`src/rtl/ahb_timer.sv`:
```
// ahb_timer: AHB-Lite slave countdown timer (LOAD/VALUE/CTRL/STATUS) with a level interrupt.
// Latency: zero wait states; register writes are visible the cycle after their data phase; IRQ follows the expiring tick by one cycle.
// Backpressure: none. HREADYOUT is tied high and the slave never stalls the bus.
//
// Ports:
//   HCLK, HRESET           clock, synchronous active-high reset
//   HSEL, HREADY, HADDR,   AHB-Lite address phase (only HADDR[ADDR_W-1:2] decoded,
//   HTRANS, HWRITE, HSIZE  only word-sized writes honoured)
//   HWDATA                 write data, taken in the data phase
//   HRDATA, HREADYOUT      read data (0 outside a valid data phase), always-ready
//   TIMER_IRQ              STATUS & CTRL.IE
//   EXTIN                  external tick source (only with TIMER_EXTIN_EN defined)
module ahb_timer #(
  parameter int ADDR_W = 4,
  parameter int CNT_W  = 32
) (
  input  logic        HCLK,
  input  logic        HRESET,
  input  logic        HSEL,
  input  logic        HREADY,
  input  logic [31:0] HADDR,
  input  logic [1:0]  HTRANS,
  input  logic        HWRITE,
  input  logic [2:0]  HSIZE,
  input  logic [31:0] HWDATA,
`ifdef TIMER_EXTIN_EN
  input  logic        EXTIN,
`endif
  output logic [31:0] HRDATA,
  output logic        HREADYOUT,
  output logic        TIMER_IRQ
);

  localparam int AW = ADDR_W - 2;

`ifdef TIMER_EXTIN_EN
  localparam logic [5:0] CTRL_MASK = 6'h3F;
`else
  localparam logic [5:0] CTRL_MASK = 6'h1F;
`endif

  typedef enum logic {ST_STOPPED, ST_RUNNING} state_t;

  // Bus pipeline registers (address phase -> data phase)
  logic [AW-1:0] addr_q;
  logic          wr_q;
  logic          word_q;
  logic          vld_q;

  // Timer state
  state_t           state_q, state_d;
  logic [CNT_W-1:0] load_q, load_d;
  logic [CNT_W-1:0] value_q, value_d;
  logic [5:0]       ctrl_q, ctrl_d;
  logic             status_q, status_d;
  logic [7:0]       presc_q, presc_d;

  logic accept;
  logic wr_ok, wr_load, wr_ctrl, wr_clr;
  logic running;
  logic presc_tick;
  logic tick;

  logic unused_bits;
  assign unused_bits = ^{HADDR, HTRANS[0], HWDATA};

  assign accept  = HSEL & HREADY & HTRANS[1];
  assign wr_ok   = vld_q & wr_q & word_q;
  assign wr_load = wr_ok & (addr_q == AW'(0));
  assign wr_ctrl = wr_ok & (addr_q == AW'(2));
  assign wr_clr  = wr_ok & (addr_q == AW'(3));
  assign running = (state_q == ST_RUNNING);

  always_comb begin
    presc_tick = 1'b0;
    case (ctrl_q[3:2])
      2'b00:   presc_tick = 1'b1;
      2'b01:   presc_tick = (presc_q[3:0] == 4'hF);
      default: presc_tick = (presc_q == 8'hFF);
    endcase
  end

`ifdef TIMER_EXTIN_EN
  // Two-flop synchronizer plus one extra stage for rising-edge detection.
  logic ext_s1_q, ext_s2_q, ext_s3_q;
  logic ext_rise;
  assign ext_rise = ext_s2_q & ~ext_s3_q;
  assign tick     = ctrl_q[5] ? ext_rise : presc_tick;

  always_ff @(posedge HCLK) begin
    if (HRESET) begin
      ext_s1_q <= 1'b0;
      ext_s2_q <= 1'b0;
      ext_s3_q <= 1'b0;
    end else begin
      ext_s1_q <= EXTIN;
      ext_s2_q <= ext_s1_q;
      ext_s3_q <= ext_s2_q;
    end
  end
`else
  assign tick = presc_tick;
`endif

  always_comb begin
    state_d  = state_q;
    load_d   = load_q;
    value_d  = value_q;
    ctrl_d   = ctrl_q;
    status_d = status_q;

    // Any CTRL write rewrites PRESC, so it restarts the prescaler phase.
    presc_d = (!running || wr_ctrl) ? 8'd0 : presc_q + 8'd1;

    if (wr_ctrl) ctrl_d   = HWDATA[5:0] & CTRL_MASK;
    if (wr_clr)  status_d = 1'b0;
    if (wr_load) begin
      load_d  = HWDATA[CNT_W-1:0];
      value_d = HWDATA[CNT_W-1:0];
    end

    case (state_q)
      ST_STOPPED: begin
        if (ctrl_d[0]) state_d = ST_RUNNING;
      end
      ST_RUNNING: begin
        // A LOAD write in the same cycle swallows the tick entirely.
        if (tick && !wr_load) begin
          if (value_q != '0) begin
            value_d = value_q - CNT_W'(1);
          end else begin
            // Expiry overrides a same-cycle CLEAR; applied after any CTRL
            // write so a one-shot expiry always drops EN.
            status_d = 1'b1;
            if (ctrl_q[1]) begin
              value_d   = '0;
              ctrl_d[0] = 1'b0;
            end else begin
              value_d = load_q;
            end
          end
        end
        if (!ctrl_d[0]) state_d = ST_STOPPED;
      end
      default: state_d = ST_STOPPED;
    endcase
  end

  always_ff @(posedge HCLK) begin
    if (HRESET) begin
      addr_q   <= '0;
      wr_q     <= 1'b0;
      word_q   <= 1'b0;
      vld_q    <= 1'b0;
      state_q  <= ST_STOPPED;
      load_q   <= '0;
      value_q  <= '0;
      ctrl_q   <= '0;
      status_q <= 1'b0;
      presc_q  <= '0;
    end else begin
      vld_q <= accept;
      if (accept) begin
        addr_q <= HADDR[ADDR_W-1:2];
        wr_q   <= HWRITE;
        word_q <= (HSIZE == 3'b010);
      end
      state_q  <= state_d;
      load_q   <= load_d;
      value_q  <= value_d;
      ctrl_q   <= ctrl_d;
      status_q <= status_d;
      presc_q  <= presc_d;
    end
  end

  // Reads show the registers as they stand this cycle (pre-update).
  always_comb begin
    HRDATA = '0;
    if (vld_q) begin
      case (addr_q)
        AW'(0):  HRDATA = 32'(load_q);
        AW'(1):  HRDATA = 32'(value_q);
        AW'(2):  HRDATA = {26'd0, ctrl_q};
        AW'(3):  HRDATA = {31'd0, status_q};
        default: HRDATA = '0;
      endcase
    end
  end

  assign HREADYOUT = 1'b1;
  assign TIMER_IRQ = status_q & ctrl_q[4];

endmodule
```
`config.mk`:
```
export PLATFORM = sky130hd
export DESIGN_NAME = ahb_timer
export DESIGN_NICKNAME = d
export VERILOG_FILES = /design/src/rtl/ahb_timer.sv
export SDC_FILE = /design/constraint.sdc
export NUM_CORES = 1
export LEC_CHECK = 0
export ABC_AREA = 1
export BUFFER_PORTS_ARGS = -buffer_cell sky130_fd_sc_hd__buf_2
export CELL_PAD_IN_SITES_DETAIL_PLACEMENT = 0
export CELL_PAD_IN_SITES_GLOBAL_PLACEMENT = 1
export CORE_UTILIZATION = 41
export CTS_CLUSTER_DIAMETER = 40
export CTS_CLUSTER_SIZE = 14
export DETAILED_ROUTE_END_ITERATION = 8
export PLACE_DENSITY = 0.87
export SYNTH_ARGS = -nofsm -noshare
export SYNTH_HDL_FRONTEND = slang
export SYNTH_SLANG_ARGS = --single-unit
```
`constraint.sdc`:
```
create_clock -name HCLK -period 2.7 [get_ports HCLK]
set_input_delay 0.675 -clock HCLK [delete_from_list [all_inputs] [get_ports HCLK]]
set_output_delay 0.675 -clock HCLK [all_outputs]
set_load 0.02 [all_outputs]
```
== Yosys cells after proc, flatten, opt, wreduce, memory -nomap -nowiden ==
Cells that the tools add are included.

* Add/sub/neg operators: 2
* Equality and inequality tests: 7
* Muxes and demuxes: 21
* Bitwise operators: 9
* Reduce and logical (&&, ||, !) cells: 8

{| class="wikitable"
|+ Operators by type and width
! cell !! number
|-
| $mux W32 || 6
|-
| $pmux W32 S4 || 1
|-
| $reduce_bool A32 Y1 || 1
|-
| $sub A32 B1 Y32 const B || 1
|-
| $mux W1 || 12
|-
| $add A8 B1 Y8 const B || 1
|-
| $and A1 B1 Y1 || 8
|-
| $eq A8 B8 Y1 const B || 1
|-
| $eq A2 B1 Y1 const B || 2
|-
| $eq A2 B2 Y1 const B || 2
|-
| $eq A4 B4 Y1 const B || 1
|-
| $logic_not A2 Y1 || 2
|-
| $pmux W1 S2 || 2
|-
| $eq A3 B2 Y1 const B || 1
|-
| $logic_not A1 Y1 || 2
|-
| $reduce_or A2 Y1 || 1
|-
| $logic_and A1 B1 Y1 || 1
|-
| $logic_or A1 B1 Y1 || 1
|-
| $not A1 Y1 || 1
|}

* Bits in registers: 84
* Logic and storage cells: 58

== Longest topological paths before layout ==
Gate-level depths: netlist (run 1).

* Depth after elaboration: 10
* Gate-level depth with buffers: 13
* Depth with buffers taken out: 13

== Worst setup path after synthesis (run 1) ==
OpenSTA, ideal clock, no wires.

* Path kind: register to output
* Start: register addr_q[0]
* End: output port HRDATA[0]
* Arrival: 1.294 ns
* Required time: 2.025 ns
* Setup slack: 0.731 ns
* Stages on the path, launching flop included: 7
* Cells stage by stage: dfxtp_1 -> inv_1 -> nand2_1 -> inv_1 -> clkbuf_1 -> nand2_1 -> a21oi_1

* Word-level cells in the longest chain between the ends: 3

{| class="wikitable"
|+ RTL lines
! what !! line !! RTL
|-
| start, declared || 45 || <nowiki>logic [AW-1:0] addr_q;</nowiki>
|-
| start signal, assigned || 164 || <nowiki>addr_q <= HADDR[ADDR_W-1:2];</nowiki>
|-
| $eq A2 B2 Y1, or another cell as far along || 181 || <nowiki>case (addr_q)</nowiki>
|-
| $pmux W32 S4 (*) || 181 ||
|-
| $mux W32 (*) || 180 || <nowiki>if (vld_q) begin</nowiki>
|-
| end, declared || 29 || <nowiki>output logic [31:0] HRDATA,</nowiki>
|}

Mark *: on every way between the ends. The rest lies on a longest branch, timed or not.

== Final worst setup path (run 1) ==
* Start: register addr_q[1]
* End: output port HRDATA[3]

The elaborated chain is that of the path after synthesis.

==> results of run 1 <==
-- final timing paths --
path                          startpoint                      end  cells past startpoint
setup / recovery  addr_q[1]$_SDFFE_PP0P_                HRDATA[3]                      9
hold / removal         wr_q$_SDFFE_PP0P_        wr_q$_SDFFE_PP0P_                      2
setup reg to reg  addr_q[1]$_SDFFE_PP0P_  load_q[20]$_SDFFE_PP0P_                      7
hold reg to reg        wr_q$_SDFFE_PP0P_        wr_q$_SDFFE_PP0P_                      2
-- flip-flops by register name (all words and copies together), names as in the netlist --
name,count
addr_q,2
ctrl_q,4
load_q,32
presc_q,8
running,1
status_q,1
value_q,32
vld_q,1
word_q,1
wr_q,1
-- cell usage after synthesis, drive strengths merged (17+ instances only) --
cell      n
nand2   301
buf      17
nor2    120
o21ai    53
inv     101
a21oi   100
nand3    62
dfxtp    83
a31oi    17
clkbuf   23
-- metal layers --
metal  global-route usage  vias up
li1                     -     2976
met3               0.0403       12
met2                0.380      102
met4               0.0752        0
met1                0.334     2461
met5                    0        -
-- cells in the final DEF (no fill, tap or decap), types with 2 or more instances in the layout --
cell	Yosys	final
nand3b_1	3	3
nor2_4	5	6
nand2_1	294	294
buf_2	8	75
nand4_1	3	3
nand2_4	3	3
nor2_2	8	8
buf_4	2	13
inv_2	3	3
ha_1	3	3
a21oi_1	99	99
clkbuf_16	0	9
o21ai_1	7	7
dfxtp_1	83	83
o221ai_1	2	2
o21ai_2	2	2
nand2_2	4	4
o21ai_0	44	44
xor2_1	2	2
inv_1	97	97
clkinvlp_4	0	3
a31oi_1	17	17
nor2_1	106	105
nand3_1	61	61
nor3_1	2	2
-- worst min-delay path, stage by stage, from the launching register on --
cell and delay (ns):
dfxtp_1 0.32, inv_1 0.05, a21oi_1 0.05
-- stage by stage --
stage,hold slack [ns],instance area (um^2),setup WS [ns],instances,utilization
after floorplan,0.418,5330,0.731,900,-
final,0.453,6090,0.231,1135,0.481
after CTS,0.454,6090,0.218,1135,0.481
after detailed placement,0.443,5800,0.615,1120,0.458
after global placement,0.430,5800,0.644,1120,0.458
after global routing,0.489,6090,0.0318,1135,0.481
-- cells by family (layout without fill, tap and decap cells) --
logic type               count (synthesis)  after routing  synth area share
AND/OR/NAND/NOR                        494            494             0.389
AO/OA/AOI/OAI                          174            174             0.172
buffers and inverters                  142            205             0.114
flip-flops                              83             83             0.312
adder cells (fa/ha/maj)                  3              3           0.00704
XOR/XNOR                                 3              3           0.00493
other                                    1              1          0.000704
-- power breakdown --
part	internal (W)	switching (W)	total (W)
logic	0.0000361	0.0000666	0.000103
registers	0.00123	0.00000280	0.00123
clock network	0.000713	0.000522	0.00124
-- area by class of cell --
class / count / share of cell area
Clock buffer: 9 / 0.0370
Clock inverter: 6 / 0.0109
Inverter: 102 / 0.0632
Multi-Input combinational cell: 675 / 0.503
Sequential cell: 83 / 0.273
Tap cell: 172 / 0.0353
Timing Repair Buffer: 88 / 0.0776
==> out/qor.txt, run 1 <==
final worst path period need -> 2.47 ns
period utilization -> 0.915
Post-synth EDFFs -> 0
vias in the first global route -> 5050
DRT Wirelength -> 15.1 mm
crit path kind -> reg -> out
Cells after Synth -> 900
total gr overflow -> 0
CORE AREA -> 12700 um^2
Routability Congestion -> 0.944
die height -> 116 um
max cap viols -> 0
Setup TNS Final -> 0 ns
vias after detailed routing -> 5551
wire per inst -> 13.3 um
Rows -> 41
endpoint class of the critical path -> output pin
crit path max fanout -> 17
crit path max-delay cell type -> dfxtp_1
# setup viols final -> 0
global-route wire length before repair -> 25.3 mm
Final Hold Viols -> 0
initial core utilization -> 0.421
clock-pin slew on the worst setup and hold paths -> 0.07 ns
CP bufs+invs -> 5
IO Port Bufs -> 75
antenna diode count -> 0
DR WL met2 -> 6.62 mm
Worst Clk Skew -> 0.00896 ns
register bit count reported by yosys -> 83
Starting DRT DRC Count -> 321
ys flop type -> dfxtp_1
largest net degree at the start of global routing -> 48
Seq/Total Area, Yosys -> 0.312
CTS resizes -> 0
H-tree depth -> 3
Setup Buffers After CTS -> 0
Filler Cell Count -> 1415
max frequency -> 405 MHz
Max stage delay on crit path -> 0.38 ns
Sink Count -> 83
CTS tree -> done
largest cells by area after synthesis -> dfxtp_1 31%, nand2_1 21%, a21oi_1 9.3%
Final ANT Viol Nets -> 0
share of cells above drive strength 1 -> 0.139
top layer in use -> met4
Mapped Nets -> 977
Hold WC Path Type -> reg -> reg
Critical Path Most Common Cell -> inv_1
mapped cell area -> 5330 um^2
Crit path arrival time -> 1.79 ns
1st-pass router iterations -> 5
CTS Buffer Depth -> 2
Vias/cell -> 4.89
Slew HR -> 0.292
final net count -> 1036
Multi-input gate area -> 3070 um^2
Ports -> 108
outcome -> finished clean
CTS buffer count -> 9
HPWL Detailed -> 11.1 mm
die width -> 116 um
CP Cell Sequence -> inv_1, nand2_1, inv_1, buf_4, nand2_1, o21ai_0, o21ai_0, inv_1, buf_2
setup slack, reg-to-reg -> 0.63 ns
wl on met1 -> 7.71 mm
Power, Total -> 0.00257 W
root buffer cell -> clkbuf_16
leakage -> 2.75 nW
Syn-to-layout area delta -> 14.3%
later-pin clock latency in the skew report -> 0.35 ns
area leader, netlist -> dfxtp_1
crit start category -> flip-flop
met3 WL -> 592 um
slew at the pin closest to its max-slew limit -> 1.06 ns
top cell type's share of synthesized area -> 0.312
initial antenna violation count -> 0
GRT Util Overall -> 0.241
YS warnings -> 0
critical path required time -> 2.03 ns
CP delay by family, top -> buffers and inverters
Seq. cell area -> 1660 um^2
syn_area_per_cell -> 5.92 um^2
hold_buf cts -> 0
number of slew-limit violations in the final report -> 0
ys async rst share -> 0
RSZ-0062 raised after global routing -> no
Power Density -> 421 nW/um^2
DRC Markers -> 0
Die Area -> 13500 um^2
Cell variety after synth -> 38
worst vdd ir -> 0.268 mV
Note: power is estimated with default switching activity, not from simulation.
==> run 2: changes to the inputs <==
--- a/config.mk
+++ b/config.mk
@@ -9,11 +9,12 @@
 export BUFFER_PORTS_ARGS = -buffer_cell sky130_fd_sc_hd__buf_2
 export CELL_PAD_IN_SITES_DETAIL_PLACEMENT = 0
 export CELL_PAD_IN_SITES_GLOBAL_PLACEMENT = 1
-export CORE_UTILIZATION = 41
+export CORE_UTILIZATION = 42
+export CTS_BUF_LIST = sky130_fd_sc_hd__clkbuf_8
 export CTS_CLUSTER_DIAMETER = 40
 export CTS_CLUSTER_SIZE = 14
 export DETAILED_ROUTE_END_ITERATION = 8
-export PLACE_DENSITY = 0.87
+export PLACE_DENSITY = 0.88
 export SYNTH_ARGS = -nofsm -noshare
 export SYNTH_HDL_FRONTEND = slang
 export SYNTH_SLANG_ARGS = --single-unit
==> run 2 against run 1 <==
Against the previous run: wire length decreased by 1.2%; highest routed layer unchanged; via count increased by 0.95%; hold slack improved by 0.0041 ns; global-route usage increased by 0.31 points; clock-buffer cell count unchanged; critical path depth decreased by 1; clock power decreased by 33%; sequential cell count unchanged; sequential share of layout area increased by 0.48 points; register-to-register slack improved by 0.05 ns; cell area decreased by 1.7%; first-iteration DRC count increased by 12%.
==> out/qor.txt, run 2 (synthesis results as in run 1) <==
initial core utilization -> 0.436 (+0.0158)
Crit path arrival time -> 1.79 ns (about the same)
placed insts -> 1116 (-0.36%)
Setup Buffers After CTS -> 0 (unchanged)
share of cells above drive strength 1 -> 0.140 (+0.000893)
Post-DP Area -> 5810 um^2 (+0.13%)
Starting DRT DRC Count -> 358 (+12%)
Clk pwr share -> 0.385 (-0.096)
P_int -> 0.00160 W (-19%)
final net count -> 1036 (unchanged)
Worst R2R Path Depth -> 8 (+1)
Worst Clk Skew -> 0.0101 ns (+0.00118 ns)
Filler Cell Count -> 1363 (-3.7%)
wire per inst -> 13.2 um (-0.89%)
register share of total power -> 0.567 (+0.088)
switching power -> 0.000567 W (-4.2%)
CTS buffer count -> 9 (unchanged)
Final Hold Viols -> 0 (unchanged)
CP delay by family, top -> buffers and inverters
Rows -> 40 (-2.4%)
clock-pin slew on the worst setup and hold paths -> 0.09 ns (+0.02 ns)
IO Port Bufs -> 75 (unchanged)
most common cell after layout, fill and taps aside -> nand2_1
die width -> 115 um (-1.2%)
post-route cell area -> 5990 um^2 (-1.7%)
vias in the first global route -> 5130 (+1.6%)
CP Cell Sequence -> inv_1, nor2_2, buf_4, inv_1, o21ai_0, o21ai_0, inv_1, buf_2
HPWL Detailed -> 11.1 mm (-0.12%)
global-route wire length before repair -> 25.2 mm (-0.44%)
die height -> 115 um (-1.2%)
crit path max-delay cell type -> dfxtp_1
hold_buf cts -> 0 (unchanged)
Comb pwr share -> 0.048 (+0.008)
Largest regs -> load_q x32, value_q x32, presc_q x8
later-pin clock latency in the skew report -> 0.39 ns (+0.04 ns)
setup slack, reg-to-reg -> 0.68 ns (+0.05 ns)
DRC Markers -> 0 (unchanged)
Final ANT Viol Nets -> 0 (unchanged)
slew at the pin closest to its max-slew limit -> 0.857 ns (-0.204 ns)
period utilization -> 0.914 (about the same)
Max stage delay on crit path -> 0.35 ns (-0.03 ns)
GRT Util Overall -> 0.244 (+0.00310)
Hold WC Path Type -> reg -> reg
Routability Congestion -> 0.959 (+1.6%)
CTS Buffer Depth -> 2 (unchanged)
worst vdd ir -> 0.235 mV (-12%)
number of slew-limit violations in the final report -> 0 (unchanged)
switching portion of total power -> 0.262 (+0.0313)
crit path max fanout -> 15 (-2)
largest net degree at the start of global routing -> 35 (-27%)
Ports -> 108 (unchanged)
Vias/cell -> 4.95 (+1.2%)
WHS -> 0.457 ns (+0.00407 ns)
CORE AREA -> 12200 um^2 (-3.6%)
critical path required time -> 2.03 ns (about the same)
leakage -> 2.70 nW (-1.6%)
Core Util, Final -> 0.490 (+0.00937)
H-tree depth -> 3 (unchanged)
crit path kind -> reg -> out
antenna diode count -> 0 (unchanged)
outcome -> finished clean
Setup TNS Final -> 0 ns (unchanged)
CTS tree -> done
Sink Count -> 83 (unchanged)
Die Area -> 13100 um^2 (-2.3%)
Final Non-Filler Cells -> 1132 (-0.26%)
worst hold stages -> 2 (unchanged)
total gr overflow -> 0 (unchanged)
RSZ-0062 raised after global routing -> no
vias after detailed routing -> 5604 (+0.95%)
1st-pass router iterations -> 5 (unchanged)
Critical Path Most Common Cell -> inv_1
Slew HR -> 0.428 (+0.136)
root buffer cell -> clkbuf_8
initial antenna violation count -> 0 (unchanged)
Syn-to-layout area delta -> 12.3%
CTS resizes -> 0 (unchanged)
max frequency -> 405 MHz (about the same)
final worst path period need -> 2.47 ns (-0.00135 ns)
Power Density -> 362 nW/um^2 (-14%)
WP depth -> 8 (-1)
# setup viols final -> 0 (unchanged)
crit start category -> flip-flop
endpoint class of the critical path -> output pin
CP bufs+invs -> 5 (unchanged)
max cap viols -> 0 (unchanged)
commonest cells after routing, fill and taps aside -> 294 x nand2_1, 105 x nor2_1, 99 x a21oi_1, 97 x inv_1, 83 x dfxtp_1
DRT Wirelength -> 14.9 mm (-1.2%)
==> run 2: cell types whose count changed in the layout (fill, tap and decap cells not counted), sizes merged <==
| cell | previous run | this run |
|---|---|---|
| clkinv | 2 | 4 |
| bufinv | 1 | 0 |
==> run 2: path summary, 6_finish.rpt <==
kind	from	to
setup / recovery	addr_q[0]$_SDFFE_PP0P_	HRDATA[3]
hold / removal	wr_q$_SDFFE_PP0P_	wr_q$_SDFFE_PP0P_
setup reg to reg	vld_q$_SDFF_PP0_	value_q[3]$_SDFF_PP0_
hold reg to reg	wr_q$_SDFFE_PP0P_	wr_q$_SDFFE_PP0P_
==> run 2: final cells by class <==
| class | instances | area, um^2 | share of cell area |
|---|---|---|---|
| clock inverters | 7 | 53.8 | 0.00899 |
| repair buffers | 88 | 485 | 0.0811 |
| multi-input cells | 675 | 3070 | 0.512 |
| clock buffers | 9 | 124 | 0.0207 |
| well taps | 168 | 210 | 0.0351 |
| inverters | 102 | 385 | 0.0644 |
| flip-flops and latches | 83 | 1660 | 0.278 |
==> run 2: worst min-delay path, cell delays in order (launching register included) <==
cell and delay, ns:
dfxtp_1 0.32, inv_1 0.05, a21oi_1 0.05
==> run 2: routing by layer <==
| layer | GRT usage | part of all wire | wire [um] |
|---|---|---|---|
| met5 | 0 | 0 | 0 |
| met4 | 0.0926 | 0.017 | 253 |
| met3 | 0.0397 | 0.046 | 685 |
| met2 | 0.374 | 0.42 | 6300 |
| met1 | 0.342 | 0.51 | 7690 |
==> run 2: power groups by stage <==
stage | Combinational [W] | Clock, W | Sequential (W)
2_1_floorplan | 0.0000500 | 0 | 0.00126
3_3_place_gp | 0.000102 | 0 | 0.00126
3_5_place_dp | 0.000103 | 0 | 0.00126
4_1_cts | 0.000103 | 0.000859 | 0.00123
5_1_grt | 0.000114 | 0.000920 | 0.00123
6_report | 0.000103 | 0.000835 | 0.00123
==> run 2: per-stage QoR <==
stage | setup WS, ns | power (W)
2_1_floorplan | 0.731 | 0.00131
3_3_place_gp | 0.634 | 0.00136
3_5_place_dp | 0.634 | 0.00136
4_1_cts | 0.200 | 0.00219
5_1_grt | 0.0492 | 0.00226
6_report | 0.232 | 0.00217
==> run 3: changes to the inputs <==
--- a/config.mk
+++ b/config.mk
@@ -7,14 +7,15 @@
 export LEC_CHECK = 0
 export ABC_AREA = 1
 export BUFFER_PORTS_ARGS = -buffer_cell sky130_fd_sc_hd__buf_2
+export CAP_MARGIN = 30
 export CELL_PAD_IN_SITES_DETAIL_PLACEMENT = 0
 export CELL_PAD_IN_SITES_GLOBAL_PLACEMENT = 1
-export CORE_UTILIZATION = 42
+export CORE_UTILIZATION = 39
 export CTS_BUF_LIST = sky130_fd_sc_hd__clkbuf_8
 export CTS_CLUSTER_DIAMETER = 40
 export CTS_CLUSTER_SIZE = 14
 export DETAILED_ROUTE_END_ITERATION = 8
-export PLACE_DENSITY = 0.88
+export PLACE_DENSITY = 0.83
 export SYNTH_ARGS = -nofsm -noshare
 export SYNTH_HDL_FRONTEND = slang
 export SYNTH_SLANG_ARGS = --single-unit
==> constraint.sdc (replaced) <==
create_clock -name HCLK -period 2.4 [get_ports HCLK]
set_input_delay 0.6 -clock HCLK [delete_from_list [all_inputs] [get_ports HCLK]]
set_output_delay 0.6 -clock HCLK [all_outputs]
set_load 0.01 [all_outputs]
==> run 3 against run 2 <==
Against the previous run: non-clock buffer count is 2 higher; largest power group unchanged; power is 15% higher; cell count is 0.88% higher; critical endpoint is now HRDATA[31]; utilization is 3.6 points lower; wire length is 3.7% higher; sequential power is 12% higher.
==> out/qor.txt, run 3 (synthesis results as in run 1) <==
HPWL Detailed -> 11.5 mm (+4.0%)
period utilization -> 0.962
Final ANT Viol Nets -> 0 (unchanged)
setup slack, reg-to-reg -> 0.39 ns (-0.29 ns)
vias in the first global route -> 5204 (+1.4%)
outcome -> finished clean
CTS tree -> done
initial antenna violation count -> 0 (unchanged)
Rows -> 42 (+5.0%)
# setup viols final -> 0 (unchanged)
Power Density -> 412 nW/um^2 (+14%)
max frequency -> 433 MHz
H-tree depth -> 3 (unchanged)
Starting DRT DRC Count -> 356 (-0.56%)
share of cells above drive strength 1 -> 0.144 (+0.00385)
DRT Wirelength -> 15.5 mm (+3.7%)
Routability Congestion -> 0.931 (-2.9%)
antenna diode count -> 0 (unchanged)
crit path kind -> reg -> out
initial core utilization -> 0.401 (-0.0356)
crit path max-delay cell type -> dfxtp_2
CP delay by family, top -> buffers and inverters
Filler Cell Count -> 1462 (+7.3%)
worst hold stages -> 2 (unchanged)
die height -> 119 um (+3.7%)
worst reg2reg path endpoint -> running$_SDFF_PP0_
switching portion of total power -> 0.259 (-0.00300)
register share of total power -> 0.556 (-0.011)
Vias/cell -> 4.93 (-0.47%)
root buffer cell -> clkbuf_8
CORE AREA -> 13300 um^2 (+8.9%)
largest net degree at the start of global routing -> 50 (+43%)
CP Cell Sequence -> inv_1, nand2_1, inv_1, buf_8, nand2_1, a21oi_1, buf_2
critical path required time -> 1.80 ns (-0.23 ns)
DRC Markers -> 0 (unchanged)
crit start category -> flip-flop
die width -> 119 um (+3.7%)
global-route wire length before repair -> 25.9 mm (+3.0%)
CTS buffer count -> 9 (unchanged)
Final Hold Viols -> 0 (unchanged)
Slew HR -> 0.623 (+0.194)
Setup WS pre-CTS -> 0.394 ns (-0.240 ns)
endpoint class of the critical path -> output pin
crit path max fanout -> 18 (+3)
wire per inst -> 13.6 um (+2.8%)
RR Startpoint -> presc_q[0]$_SDFF_PP0_
number of slew-limit violations in the final report -> 0 (unchanged)
switching power -> 0.000644 W (+13%)
CP bufs+invs -> 4 (-1)
setup ws final -> 0.0920 ns (-0.140 ns)
Ports -> 108 (unchanged)
clock-pin slew on the worst setup and hold paths -> 0.09 ns (about the same)
Hold Path Origin -> wr_q$_SDFFE_PP0P_
worst vdd ir -> 0.361 mV (+53%)
final worst path period need -> 2.31 ns
max cap viols -> 0 (unchanged)
leakage -> 2.73 nW (+0.95%)
CTS Buffer Depth -> 2 (unchanged)
vias after detailed routing -> 5627 (+0.41%)
1st-pass router iterations -> 5 (unchanged)
Syn-to-layout area delta -> 13.3%
slew at the pin closest to its max-slew limit -> 0.565 ns (-0.291 ns)
IO Port Bufs -> 75 (unchanged)
Setup TNS Final -> 0 ns (unchanged)
final net count -> 1038 (+0.19%)
Die Area -> 14100 um^2 (+7.6%)
hold endpoint -> wr_q$_SDFFE_PP0P_
commonest cells after routing, fill and taps aside -> 294 x nand2_1, 105 x nor2_1, 99 x a21oi_1, 96 x inv_1, 82 x dfxtp_1
P_int -> 0.00184 W (+15%)
Sink Count -> 83 (unchanged)
Hold WC Path Type -> reg -> reg
GRT Util Overall -> 0.226 (-0.0174)
WP depth -> 7 (-1)
Max stage delay on crit path -> 0.34 ns (about the same)
Worst R2R Path Depth -> 10 (+2)
Clk pwr share -> 0.393 (+0.008)
later-pin clock latency in the skew report -> 0.38 ns (about the same)
Worst Clk Skew -> 0.0103 ns (+0.000197 ns)
Largest regs -> load_q x32, value_q x32, presc_q x8
most common cell after layout, fill and taps aside -> nand2_1
Crit path arrival time -> 1.71 ns (-0.08 ns)
Comb pwr share -> 0.051 (+0.003)
total gr overflow -> 0 (unchanged)
run 3: cell types whose count changed in the layout (fill, tap and decap cells not counted), moves of 2 or more:
| cell | before | now |
|---|---|---|
| clkinvlp_4 | 3 | 0 |
| o21ai_0 | 44 | 41 |
| o21ai_1 | 7 | 10 |
| buf_6 | 0 | 2 |
run 3: metal layers:
layer	global-route usage	wire length, um	part of all wire	vias up
li1	-	-	-	2983
met1	0.325	7940	0.51	2493
met2	0.338	6520	0.42	132
met3	0.0426	708	0.046	19
met4	0.0728	306	0.020	0
met5	0	0	0	-
run 3: worst reg2reg max path, cell delays in order, from the launching register on:
cell	delay, ns
dfxtp_1	0.37
ha_1	0.20
nand2_1	0.07
nor2_1	0.24
nand2_1	0.09
nand2_1	0.10
nand2_4	0.06
inv_2	0.42
nand2_1	0.17
o21ai_1	0.15
inv_1	0.04
run 3: area by class of cell:
cell class                 count  area [um^2]  area share
clock buffer                  10          138      0.0228
clock inverter                 6         48.8     0.00808
inverter                     102          385      0.0638
multi-input combinational    675         3070       0.508
sequential                    83         1660       0.275
tap                          176          220      0.0365
timing repair buffer          90          515      0.0854
run 3: how the worst max path moves through the flow:
| stage | startpoint | endpoint |
|---|---|---|
| floorplan | addr_q[0]$_SDFFE_PP0P_ | HRDATA[3] |
| global placement | addr_q[1]$_SDFFE_PP0P_ | HRDATA[3] |
| detailed placement | presc_q[0]$_SDFF_PP0_ | running$_SDFF_PP0_ |
| CTS | addr_q[1]$_SDFFE_PP0P_ | HRDATA[3] |
| global route | addr_q[1]$_SDFFE_PP0P_ | HRDATA[3] |
| finish | addr_q[1]$_SDFFE_PP0P_ | HRDATA[31] |
run 3: metrics by stage:
step	hold WS (ns)	cell area [um^2]	power [W]	instances	util
floorplan	0.418	5330	0.00147	900	-
global placement	0.427	5810	0.00153	1125	0.437
detailed placement	0.436	5810	0.00153	1125	0.437
CTS	0.457	6000	0.00251	1141	0.452
global route	0.471	6040	0.00258	1142	0.454
finish	0.453	6040	0.00249	1142	0.454
run 3: timing repair:
action,4_1_cts,5_1_grt
setup endpoints to repair,1,12
resized for setup,2,7
hold buffers,0,0
setup buffers,0,1
pin swaps,0,0
run 3: power by group through the flow:
stage	Clock [W]	Sequential, W	Combinational, W
detailed placement	0	0.00141	0.000118
global route	0.00106	0.00138	0.000140
global placement	0	0.00141	0.000118
floorplan	0	0.00141	0.0000556
finish	0.000976	0.00138	0.000128
CTS	0.00101	0.00138	0.000120
